[src/rtl/pipe_pkg.sv]
// pipe_pkg: shared state encoding and forwarding select codes for the pipeline controller
package pipe_pkg;
  typedef enum logic [1:0] {RUN, MEM_WAIT, HALT} state_t;
  localparam logic [1:0] FWD_REG = 2'b00;
  localparam logic [1:0] FWD_WB  = 2'b01;
  localparam logic [1:0] FWD_MEM = 2'b10;
  localparam logic [4:0] REG_ZERO = 5'd0;
endpackage

[src/rtl/fwd_sel.sv]
// fwd_sel: picks the EX operand source, MEM result over WB result; loads in MEM are not forwardable
module fwd_sel
  import pipe_pkg::*;
(
  input  logic [4:0] src,
  input  logic [4:0] mem_addr,
  input  logic       mem_regwrite,
  input  logic       mem_memtoreg,
  input  logic [4:0] wb_addr,
  input  logic       wb_regwrite,
  output logic [1:0] sel
);
  always_comb
    sel = (mem_regwrite && !mem_memtoreg && mem_addr != REG_ZERO && mem_addr == src) ? FWD_MEM :
          (wb_regwrite && wb_addr != REG_ZERO && wb_addr == src) ? FWD_WB : FWD_REG;
endmodule

[src/rtl/pipe_ctrl.sv]
// pipe_ctrl: stage enables/flushes, forwarding selects, dmem wait FSM with timeout and stall counter
module pipe_ctrl
  import pipe_pkg::*;
#(
  parameter int TIMEOUT = 15,
  parameter int CNT_W   = 16
) (
  input  logic             clk,
  input  logic             rst_n,
  input  logic [4:0]       id_rs,
  input  logic [4:0]       id_rt,
  input  logic             id_uses_rs,
  input  logic             id_uses_rt,
  input  logic [4:0]       ex_rs,
  input  logic [4:0]       ex_rt,
  input  logic [4:0]       ex_addr,
  input  logic             ex_regwrite,
  input  logic             ex_memtoreg,
  input  logic             ex_branch_taken,
  input  logic [4:0]       mem_addr,
  input  logic             mem_regwrite,
  input  logic             mem_memtoreg,
  input  logic             mem_memwrite,
  input  logic [4:0]       wb_addr,
  input  logic             wb_regwrite,
  input  logic             dmem_ready,
  output logic             pc_en,
  output logic             ifid_en,
  output logic             idex_en,
  output logic             exmem_en,
  output logic             memwb_en,
  output logic             ifid_flush,
  output logic             idex_flush,
  output logic             exmem_flush,
  output logic             memwb_flush,
  output logic [1:0]       fwd_a,
  output logic [1:0]       fwd_b,
  output logic             dmem_req,
  output logic             err,
  output logic [CNT_W-1:0] stall_cycles
);
  state_t     state, state_nxt;
  logic [7:0] wait_cnt, wait_nxt;
  logic [1:0] sel_a, sel_b;
  logic       mem_access, load_use;
  assign mem_access = mem_memtoreg | mem_memwrite;
  assign load_use = ex_memtoreg && ex_regwrite && ex_addr != REG_ZERO &&
                    ((id_uses_rs && id_rs == ex_addr) || (id_uses_rt && id_rt == ex_addr));
  fwd_sel u_fwd_a (
    .src(ex_rs), .mem_addr(mem_addr), .mem_regwrite(mem_regwrite), .mem_memtoreg(mem_memtoreg),
    .wb_addr(wb_addr), .wb_regwrite(wb_regwrite), .sel(sel_a)
  );
  fwd_sel u_fwd_b (
    .src(ex_rt), .mem_addr(mem_addr), .mem_regwrite(mem_regwrite), .mem_memtoreg(mem_memtoreg),
    .wb_addr(wb_addr), .wb_regwrite(wb_regwrite), .sel(sel_b)
  );
  assign fwd_a = rst_n ? sel_a : FWD_REG;
  assign fwd_b = rst_n ? sel_b : FWD_REG;
  // wait_cnt counts MEM_WAIT cycles; HALT after TIMEOUT of them without ready
  always_comb begin
    state_nxt   = state;
    wait_nxt    = wait_cnt;
    pc_en       = 1'b1;
    ifid_en     = 1'b1;
    idex_en     = 1'b1;
    exmem_en    = 1'b1;
    memwb_en    = 1'b1;
    ifid_flush  = 1'b0;
    idex_flush  = 1'b0;
    exmem_flush = 1'b0;
    memwb_flush = 1'b0;
    dmem_req    = mem_access && state != HALT;
    if (!rst_n) begin
      ifid_flush  = 1'b1;
      idex_flush  = 1'b1;
      exmem_flush = 1'b1;
      memwb_flush = 1'b1;
      dmem_req    = 1'b0;
    end else if (state == HALT) begin
      pc_en    = 1'b0;
      ifid_en  = 1'b0;
      idex_en  = 1'b0;
      exmem_en = 1'b0;
      memwb_en = 1'b0;
    end else if (mem_access && !dmem_ready) begin
      pc_en       = 1'b0;
      ifid_en     = 1'b0;
      idex_en     = 1'b0;
      exmem_en    = 1'b0;
      memwb_flush = 1'b1;
      state_nxt   = (state == MEM_WAIT && wait_cnt == 8'(TIMEOUT - 1)) ? HALT : MEM_WAIT;
      wait_nxt    = state == RUN ? 8'd0 : wait_cnt + 8'd1;
    end else begin
      state_nxt = RUN;
      if (ex_branch_taken) begin
        ifid_flush = 1'b1;
        idex_flush = 1'b1;
      end else if (load_use) begin
        pc_en      = 1'b0;
        ifid_en    = 1'b0;
        idex_flush = 1'b1;
      end
    end
  end
  always_ff @(posedge clk) begin
    if (!rst_n) begin
      state        <= RUN;
      wait_cnt     <= '0;
      err          <= 1'b0;
      stall_cycles <= '0;
    end else begin
      state    <= state_nxt;
      wait_cnt <= wait_nxt;
      err      <= err | (state_nxt == HALT);
      if (!pc_en && stall_cycles != '1) stall_cycles <= stall_cycles + CNT_W'(1);
    end
  end
endmodule

[config.mk]
export PLATFORM = sky130hd
export DESIGN_NAME = pipe_ctrl
export DESIGN_NICKNAME = d
export VERILOG_FILES = /design/src/rtl/pipe_pkg.sv /design/src/rtl/fwd_sel.sv /design/src/rtl/pipe_ctrl.sv
export SDC_FILE = /design/constraint.sdc
export NUM_CORES = 1
export LEC_CHECK = 0
export CAP_MARGIN = 20
export CORE_MARGIN = 4
export CORE_UTILIZATION = 35
export CTS_CLUSTER_SIZE = 12
export DETAILED_ROUTE_END_ITERATION = 16
export PLACE_DENSITY = 0.82
export SYNTH_ARGS = -nofsm -noshare
export SYNTH_HDL_FRONTEND = slang
export SYNTH_HIERARCHICAL = 1
export SYNTH_SLANG_ARGS = --single-unit
[constraint.sdc]
create_clock -name clk -period 2.25 [get_ports clk]
set_input_delay 0.45 -clock clk [delete_from_list [all_inputs] [get_ports clk]]
set_output_delay 0.45 -clock clk [all_outputs]
set_load 0.1 [all_outputs]
==> impl_results.md, run 1 <==
- Status: finished with violations
- Failing checks: setup timing
- Slew Viols, Final: 0
- Vias in the first global route: around 2000
- Routed vias/inst: about 5.1
- WL final: 5410 µm
- Routed Antenna Nets: 0
- Crit. End Element: output pin
- Die Y: slightly above 80 µm
- Synth Warn #: 6
- Skew-Pair Late Insertion Delay: between 0.2 and 0.3 ns
- PwrDens: 372 nW/µm²
- Area contributors post-synth: dfxtp_1 (29%), xnor2_1 (8.4%), xor2_1 (6.6%)
- Number of synthesized register bits: 27
- R2R depth: 7
- Commonest non-fill, non-tap cell in the layout: buf_4
- Fillers: between 400 and 500
- CP Launch Type: primary input
- Critical Path Fanout Max: 2
- Fraction of layout cells with a size suffix above 1: around 36%
- Commonest cells after routing, fill and taps aside: buf_4 (40), dlygate4sd2_1 (20), dfxtp_1 (17), xnor2_1 (16)
- Crit path cell chain: clkdlybuf4s15_1, buf_6, xor2_1, nor3_1, nand3_1, nor3_2, and2_4, buf_12
- DR DRC count: 0
- LEAKAGE: 1.24 nW
- Syn Area/Cell: between 8 and 9 µm²
- Synth area leader: dfxtp_1
- DR vias: about 2000
- Fin crit period: around 2.3 ns
- Power after layout: between 1 and 1.5 mW
- Worst hold slack: 0.470 ns
- Max VDD drop: 0.208 mV
- Root Driver: clkbuf_8
- Largest net degree at the start of global routing: 20
- Register area share after synthesis: about 29%
- First-pass GRT wire length: between 8000 and 9000 µm
- Layout Skew: about 0.0074 ns
- Final worst slack: -0.0185 ns
- CP arrival: roughly 1.8 ns
- I/O Pins: 78
- CTS tree: done
- Setup TNS: -0.0185 ns
- FMAX: 0.441 GHz
- RSZ-0062 raised after global routing: true
- Ys async rst share: 0%
- Hold Crit Class: reg2reg
- CTS H-tree depth: 1
- PortBufs: 77
- Fin area: between 3000 and 4000 µm²
- Synth Instances: approximately 220
- Diode count: 0
- Worst-Margin Slew: roughly 0.44 ns
- Post-synth EDFFs: 0
- Die area: between 6000 and 7000 µm²
- CTS Hold Bufs: 0
- TritonCTS buffer count: 3
- Initial DRT Pass Iterations: 4
- Clock Tree Buf Depth: 2
- Final Hold Fails: 0
- Crit-path max cell delay: 0.22 ns
- Yosys cell types: 44
- Starting Density: a little over a third
- CP Class: in2out
- Slew headroom: a little over two thirds
- Ys flop type: dfxtp_1
- Total gr overflow: 0
- Mapped Area: approximately 1900 µm²
- DR WL/cell: 14.0 µm
- Max_cap viols: 0
- Reg clk slew, reported paths: 0.09 ns
- HPWL Detailed: 4260 µm
- Initial antenna violation count: 0
- Tot GR Track Use: between 15 and 20%
- Placed cell area: ~3000 µm²
- Critical Path RT: about 1.8 ns
- Die X: around 80 µm
- Area grow syn2layout: 65.8%
- CTS sink cnt: 27
- Final #Nets: around 370
- Gpl congestion: between 0.7 and 0.8
- Crit share post-route: 101%
- Setup-failing EPs final: 1
- Row count: 26
- DR iter-0 viols: 93
- Synth top area share: between 20 and 30%
- Slowest CP cell: nor3_1
- WHS Path Cells: 1
- Core area: between 5000 and 6000 µm²
- Syn_nets: between 200 and 300
-- metal layers --
metal	wire, µm	up-vias	track usage, %	share of wire [%]
met1	2120	905	18.4	39
li1	-	1008	-	-
met5	0	-	0	0
met4	55	0	4.56	1.0
met3	350	6	3.66	6.5
met2	2880	61	31.4	53
-- cell families after synthesis --
family / after synthesis / share of synthesized area (%)
adders and majority gates: 3 / 2.01
DFF: 27 / 28.9
buffers and inverters: 18 / 5.28
muxes: 3 / 1.67
AOI/OAI and AO/OA: 43 / 17.1
xor gates and xnor gates: 32 / 15.0
and+or+nand+nor: 93 / 30.1
-- critical path, delay by kind of cell --
family                 cells  cell delay [ns]
AND/OR/NAND/NOR            4             0.70
XOR/XNOR                   1             0.16
buffers and inverters      3             0.52
-- where the power goes --
group	internal, mW	switching, mW	total (mW)
sequential	0.481	0.00356	0.484
combinational	0.178	0.219	0.397
clock	0.124	0.147	0.271
-- cell usage after synthesis, types with 4 or more instances --
library cell / count
a21oi_1: 12
and2_1: 7
and3_1: 6
clkbuf_1: 4
dfxtp_1: 27
inv_1: 8
nand2_1: 15
nand3_1: 11
nand4_1: 8
nor2_1: 11
nor3_1: 7
nor4_1: 5
o21a_1: 4
o311ai_1: 4
o31ai_1: 6
o41ai_1: 6
or4_1: 7
xnor2_1: 18
xor2_1: 14
-- final timing paths --
| path | from | to | slack [ns] |
|---|---|---|---|
| worst min-delay path | stall_cycles[4] | stall_cycles[4] | 0.47 |
| worst min register to register | stall_cycles[4] | stall_cycles[4] | 0.47 |
| worst max register to register | stall_cycles[0] | stall_cycles[14] | 0.37 |
| worst max-delay path | ex_rt[3] | fwd_b[0] | -0.02 |
-- flip-flops by register name, indices dropped and copies added, names as in the netlist --
signal,flops
state,2
err,1
wait_cnt,8
stall_cycles,16
-- stage by stage --
step                      setup slack, ns  utilization [%]  cells
after CTS                         -0.0421             60.1    386
after global routing              -0.0375             60.3    386
final                             -0.0185             60.3    386
after floorplan                   -0.0837                -    219
after detailed placement           -0.492             58.1    380
after global placement             -0.462             58.1    380
-- what timing repair did --
action | 4_1_cts | 5_1_grt
resized for setup | 65 | 28
endpoints found under the hold margin | 0 | 0
setup endpoints to repair | 26 | 14
setup buffers | 3 | 1
pin swaps | 30 | 27
-- cell type report --
cell class | count | area, µm² | area share [%]
clock buffer | 3 | 41.3 | 1.33
clock inverter | 1 | 5.00 | 0.161
inverter | 8 | 33.8 | 1.09
multi-input combinational | 174 | 1360 | 43.8
sequential | 27 | 553 | 17.8
tap | 70 | 87.6 | 2.82
timing repair buffer | 103 | 1020 | 32.9
No activity file was read; power rests on OpenSTA's default activity.
==> run 2: changes to the inputs <==
--- a/config.mk
+++ b/config.mk
@@ -6,6 +6,7 @@
 export NUM_CORES = 1
 export LEC_CHECK = 0
 export CAP_MARGIN = 20
+export CORE_ASPECT_RATIO = 0.7
 export CORE_MARGIN = 4
 export CORE_UTILIZATION = 35
 export CTS_CLUSTER_SIZE = 12
==> impl_results.md, run 2 (synthesis results as in run 1) <==
- Status: finished, final reports clean
- Crit path top cell by count: buf_12
- Commonest cells after routing, fill and taps aside: buf_4 (43), dfxtp_1 (17), dlygate4sd2_1 (17), nand2_1 (15), buf_12 (15)
- Skew-Pair Late Insertion Delay: 0.28 ns (about the same)
- DR vias: 2066 (+4.3%)
- Met3 Usage GRT: 5.11% (+1.5 points)
- PortBufs: 77 (unchanged)
- Starting Density: 37.7% (+1.3 points)
- Slew Viols, Final: 0 (unchanged)
- Worst-Margin Slew: 0.279 ns (-0.161 ns)
- Crit path max-delay family: compound AO/OA/AOI/OAI gates
- Slew headroom: 81.2% (+11 points)
- Clock Tree Buf Depth: 2 (unchanged)
- Total gr overflow: 0 (unchanged)
- DR iter-0 viols: 95 (+2.2%)
- Biggest registers after layout: stall_cycles x16, wait_cnt x8, state x2
- Area grow syn2layout: 66.1%
- Critical Path RT: 1.80 ns (about the same)
- Row count: 21 (-19%)
- WL final: 5780 µm (+6.8%)
- Commonest non-fill, non-tap cell in the layout: buf_4
- CTS tree: done
- Root Driver: clkbuf_8
- Max VDD drop: 0.229 mV (+9.8%)
- Crit path cell chain: buf_8, or3_4, o311a_4, a31oi_4, buf_12, buf_12
- Fin crit period: 2.23 ns (-0.0347 ns)
- Setup TNS: 0 ns (+0.0185 ns)
- Gpl congestion: 0.789 (+0.86%)
- Routed vias/inst: 5.32 (+3.8%)
- Largest net degree at the start of global routing: 20 (unchanged)
- Initial DRT Pass Iterations: 4 (unchanged)
- CTS H-tree depth: 1 (unchanged)
- Hold Crit Class: reg2reg
- Die X: 95.4 µm (+18%)
- Max_cap viols: 0 (unchanged)
- CP Class: in2out
- Critical Path Fanout Max: 4 (+2)
- Diode count: 0 (unchanged)
- Routed Antenna Nets: 0 (unchanged)
- Final Hold Fails: 0 (unchanged)
- HPWL Detailed: 4430 µm (+3.9%)
- LEAKAGE: 1.27 nW (+2.4%)
- GR Util met1: 21.8% (+3.4 points)
- PwrDens: 377 nW/µm² (+1.4%)
- Largest register by flop count: stall_cycles
- FMAX: 0.448 GHz (+1.6%)
- Setup WS pre-CTS: -0.454 ns (+0.0383 ns)
- Final #Nets: 370 (+0.82%)
- Die area: 6600 µm² (+0.28%)
- First-pass GRT wire length: 9240 µm (+5.6%)
- I/O Pins: 78 (unchanged)
- CP arrival: 1.78 ns (-0.04 ns)
- CP Buf/Inv Count: 3 (unchanged)
- Layout Skew: 0.00865 ns (+0.00124 ns)
- Final worst slack: 0.0161 ns (+0.0347 ns)
- Initial antenna violation count: 0 (unchanged)
- Crit-path max cell delay: 0.37 ns (+0.15 ns)
- Crit share post-route: 99.3% (-1.5 points)
- TritonCTS buffer count: 3 (unchanged)
- Crit. End Element: output pin
- CP Launch Type: primary input
- Core area: 4970 µm² (-3.4%)
- Tot GR Track Use: 17.0% (+0.46 points)
- DR WL/cell: 14.9 µm (+6.3%)
- Reg clk slew, reported paths: 0.09 ns (about the same)
- Slowest CP cell: or3_4
- DR DRC count: 0 (unchanged)
- Fraction of layout cells with a size suffix above 1: 37.3% (+0.91 points)
- Die Y: 69.2 µm (-15%)
- M2 GR Usage: 28.2% (-3.2 points)
- Max reg flops: 16 (unchanged)
- Vias in the first global route: 2027 (+1.7%)
- Grt peak-use layer: met2
- Setup-failing EPs final: 0 (-1)
- CTS Hold Bufs: 0 (unchanged)
- CTS sink cnt: 27 (unchanged)
-- run 2: metrics by stage --
stage | total power, mW | utilization [%] | cell area (µm²) | hold slack, ns | instances
floorplan | 0.705 | - | 1940 | 0.481 | 219
CTS | 1.16 | 61.5 | 3060 | 0.470 | 387
global route | 1.22 | 62.6 | 3110 | 0.482 | 388
global placement | 0.887 | 60.0 | 2980 | 0.443 | 380
finish | 1.17 | 62.6 | 3110 | 0.467 | 388
detailed placement | 0.895 | 60.0 | 2980 | 0.449 | 380
-- run 2: area by class of cell --
type | instances | area [µm²]
fill | 411 | 1860
multi-input combinational | 174 | 1350
tap | 69 | 86.3
inverter | 8 | 33.8
sequential | 27 | 553
timing repair buffer | 106 | 1040
clock inverter | 1 | 5.00
clock buffer | 3 | 41.3
-- run 2: repair_timing --
item / in CTS / in global routing
buffers inserted: 3 / 1
gates resized for setup: 62 / 35
pin swaps: 38 / 23
setup endpoints to repair: 23 / 17
-- run 2: worst reg2reg max path: stages (launching register included) --
cell and delay, ns:
dfxtp_1 0.36, nor2b_2 0.25, o21a_2 0.22, a31oi_4 0.05, buf_6 0.15, buf_4 0.16
or4_1 0.51, a21oi_1 0.14
-- run 2: final timing paths --
check	cells past startpoint	from	slack, ns	endpoint
max	6	ex_addr[2]	0.02	pc_en
min	1	err	0.47	err
max reg2reg	7	state[1]	0.35	stall_cycles[14]
min reg2reg	1	err	0.47	err
-- run 2: power by group --
part | total, mW | internal [mW] | leakage (nW) | switching [mW]
Combinational | 0.406 | 0.185 | 1.02 | 0.221
Clock | 0.280 | 0.124 | 0.0255 | 0.156
Sequential | 0.485 | 0.481 | 0.223 | 0.00374
Total | 1.17 | 0.790 | 1.27 | 0.381
-- run 2: routing by layer --
metal / wire [µm] / share of wire, % / up-vias
met5: 0 / 0 / -
met1: 2400 / 42 / 991
met3: 386 / 6.7 / 8
li1: - / - / 1010
met2: 2920 / 51 / 57
met4: 65 / 1.1 / 0
==> run 3: changes to the inputs <==
--- a/config.mk
+++ b/config.mk
@@ -8,10 +8,10 @@
 export CAP_MARGIN = 20
 export CORE_ASPECT_RATIO = 0.7
 export CORE_MARGIN = 4
-export CORE_UTILIZATION = 35
+export CORE_UTILIZATION = 39
 export CTS_CLUSTER_SIZE = 12
 export DETAILED_ROUTE_END_ITERATION = 16
-export PLACE_DENSITY = 0.82
+export PLACE_DENSITY = 0.89
 export SYNTH_ARGS = -nofsm -noshare
 export SYNTH_HDL_FRONTEND = slang
 export SYNTH_HIERARCHICAL = 1
==> impl_results.md, run 3 (synthesis results as in run 1) <==
- Hold path start: err
- Max reg flops: 16 (unchanged)
- Diode count: 0 (unchanged)
- Fraction of layout cells with a size suffix above 1: 38.2% (+0.89 points)
- Crit-path max cell delay: 0.37 ns (about the same)
- Commonest non-fill, non-tap cell in the layout: buf_4
- Status: finished with violations
- Routed Antenna Nets: 0 (unchanged)
- DR iter-0 viols: 117 (+23%)
- HPWL Detailed: 4600 µm (+3.9%)
- TritonCTS buffer count: 3 (unchanged)
- LEAKAGE: 1.26 nW (-0.94%)
- Reg clk slew, reported paths: 0.10 ns (about the same)
- Die area: 5990 µm² (-9.3%)
- CTS tree: done
- Slew headroom: 76.6% (-4.6 points)
- Commonest cells after routing, fill and taps aside: buf_4 (48), dlygate4sd2_1 (21), dfxtp_1 (17), xnor2_1 (16), nand2_1 (15)
- Skew-Pair Late Insertion Delay: 0.28 ns (about the same)
- Crit path max-delay family: compound AO/OA/AOI/OAI gates
- Largest net degree at the start of global routing: 24 (+20%)
- First-pass GRT wire length: 9690 µm (+4.9%)
- CTS Hold Bufs: 0 (unchanged)
- Clock Tree Buf Depth: 2 (unchanged)
- I/O Pins: 78 (unchanged)
- Critical Path Fanout Max: 5 (+1)
- DR WL/cell: 15.9 µm (+7.1%)
- Crit share post-route: 101% (+2.0 points)
- Final worst slack: -0.0288 ns (-0.0449 ns)
- R2R depth: 7 (unchanged)
- Area grow syn2layout: 67.7%
- Setup WS pre-CTS: -0.441 ns (+0.0127 ns)
- CTS sink cnt: 27 (unchanged)
- Setup-failing EPs final: 2 (+2)
- Setup TNS: -0.0575 ns (-0.0575 ns)
- Final non-filler cell total: 377 (-2.8%)
- Critical Path Source: ex_addr[2]
- PortBufs: 77 (unchanged)
- Starting Density: 41.8% (+4.1 points)
- P_int: 0.791 mW (+0.18%)
- Max VDD drop: 0.291 mV (+27%)
- Largest register by flop count: stall_cycles
- CP arrival: 1.83 ns (+0.05 ns)
- Layout Skew: 0.0104 ns (+0.00178 ns)
- Final Hold Fails: 0 (unchanged)
- Hold Crit Class: reg2reg
- Cell depth of the worst setup path: 5 (-1)
- Root Driver: clkbuf_8
- Worst r2r dst: stall_cycles[5]
- Die Y: 65.9 µm (-4.7%)
- Routed vias/inst: 5.42 (+1.8%)
- Total gr overflow: 0 (unchanged)
- DP Cell Count: 369 (-2.9%)
- PwrDens: 375 nW/µm² (-0.37%)
- CP Class: in2out
- Hold path endpoint: err
- Slowest CP cell: or3_4
- Max_cap viols: 0 (unchanged)
- Final #Nets: 373 (+0.81%)
- Slew Viols, Final: 0 (unchanged)
- Crit. End Element: output pin
- Failing checks: setup timing
- Setup slack, reg-to-reg: 0.22 ns (-0.13 ns)
- Vias in the first global route: 2035 (+0.39%)
- Power after layout: 1.18 mW (+0.59%)
- Initial antenna violation count: 0 (unchanged)
- Tot GR Track Use: 19.7% (+2.7 points)
- Gpl congestion: 0.859 (+9.0%)
- FMAX: 0.439 GHz (-2.0%)
- Combinational share of power: 34.5% (-0.2 points)
- Core area: 4480 µm² (-9.8%)
- Biggest registers after layout: stall_cycles x16, wait_cnt x8, state x2
- Critical Path RT: 1.80 ns (about the same)
- WL final: 6010 µm (+4.0%)
- RSZ-0062 raised after global routing: true
- R2r startpoint: state[1]
- Clock power frac: 24.4% (+0.5 points)
- Row count: 20 (-4.8%)
- Switching portion of total power: 32.8% (+0.28 points)
- Switching pwr: 0.386 mW (+1.5%)
- CP Buf/Inv Count: 2 (-1)
- Die X: 90.8 µm (-4.8%)
- Register share of total power: 41.2% (-0.2 points)
- DR vias: 2044 (-1.1%)
- CTS H-tree depth: 1 (unchanged)
- Initial DRT Pass Iterations: 4 (unchanged)
- DR DRC count: 0 (unchanged)
- Worst-Margin Slew: 0.347 ns (+0.0681 ns)
- CP Launch Type: primary input
- WHS Path Cells: 1 (unchanged)
- Crit path cell chain: buf_8, or3_4, o311a_4, a31oi_4, buf_12
- Fin crit period: 2.28 ns (+0.0449 ns)
==> run 3: changes by cell type in the layout (fill, tap and decap cells not counted), sizes merged <==
cell           change
dlymetal6s2s       -1
clkdlybuf4s50      +1
clkinvlp           +1
buf                +2
clkbuf             -4
clkinv             -1
dlygate4sd2        +4
clkdlybuf4s15      +1
==> run 3: power by group through the flow <==
stage	Sequential [mW]	Combinational (mW)	Clock (mW)
after CTS	0.485	0.394	0.293
after global placement	0.496	0.393	0
after detailed placement	0.496	0.401	0
after global routing	0.486	0.428	0.312
final	0.485	0.406	0.287
after floorplan	0.507	0.198	0
==> run 3: area by class of cell <==
| class | instances | area [µm²] |
|---|---|---|
| clock buffers | 3 | 41.3 |
| clock inverters | 1 | 7.51 |
| fillers | 346 | 1340 |
| inverters | 8 | 33.8 |
| multi-input cells | 174 | 1360 |
| flip-flops and latches | 27 | 553 |
| well taps | 55 | 68.8 |
| repair buffers | 109 | 1070 |
==> run 3: worst max path at each step <==
stage | end | slack, ns
finish | pc_en | -0.03
global route | ifid_en | -0.09
CTS | ifid_en | -0.11
detailed placement | ifid_en | -0.44
global placement | ifid_en | -0.46
floorplan | pc_en | -0.08
==> run 3: what timing repair did <==
| action | in CTS | in global routing |
|---|---|---|
| setup buffers | 3 | 1 |
| endpoints found under the setup margin | 22 | 19 |
| pin swaps | 37 | 19 |
| gates resized for setup | 68 | 24 |
==> run 3: routing by layer <==
layer | wire length, µm | vias up | track usage (%) | share of wire [%]
li1 | - | 1018 | - | -
met1 | 2690 | 954 | 26.3 | 45
met2 | 2890 | 70 | 35.0 | 48
met3 | 421 | 2 | 3.41 | 7.0
met4 | 10 | 0 | 1.69 | 0.17
met5 | 0 | - | 0 | 0
==> run 3: metrics by stage <==
step                      utilization (%)  hold WS [ns]  instance area (µm²)
after floorplan                         -         0.481                 1940
after global placement               66.6         0.440                 2990
after detailed placement             66.6         0.444                 2990
after CTS                            68.3         0.469                 3060
after global routing                 70.0         0.506                 3140
final                                70.0         0.465                 3140
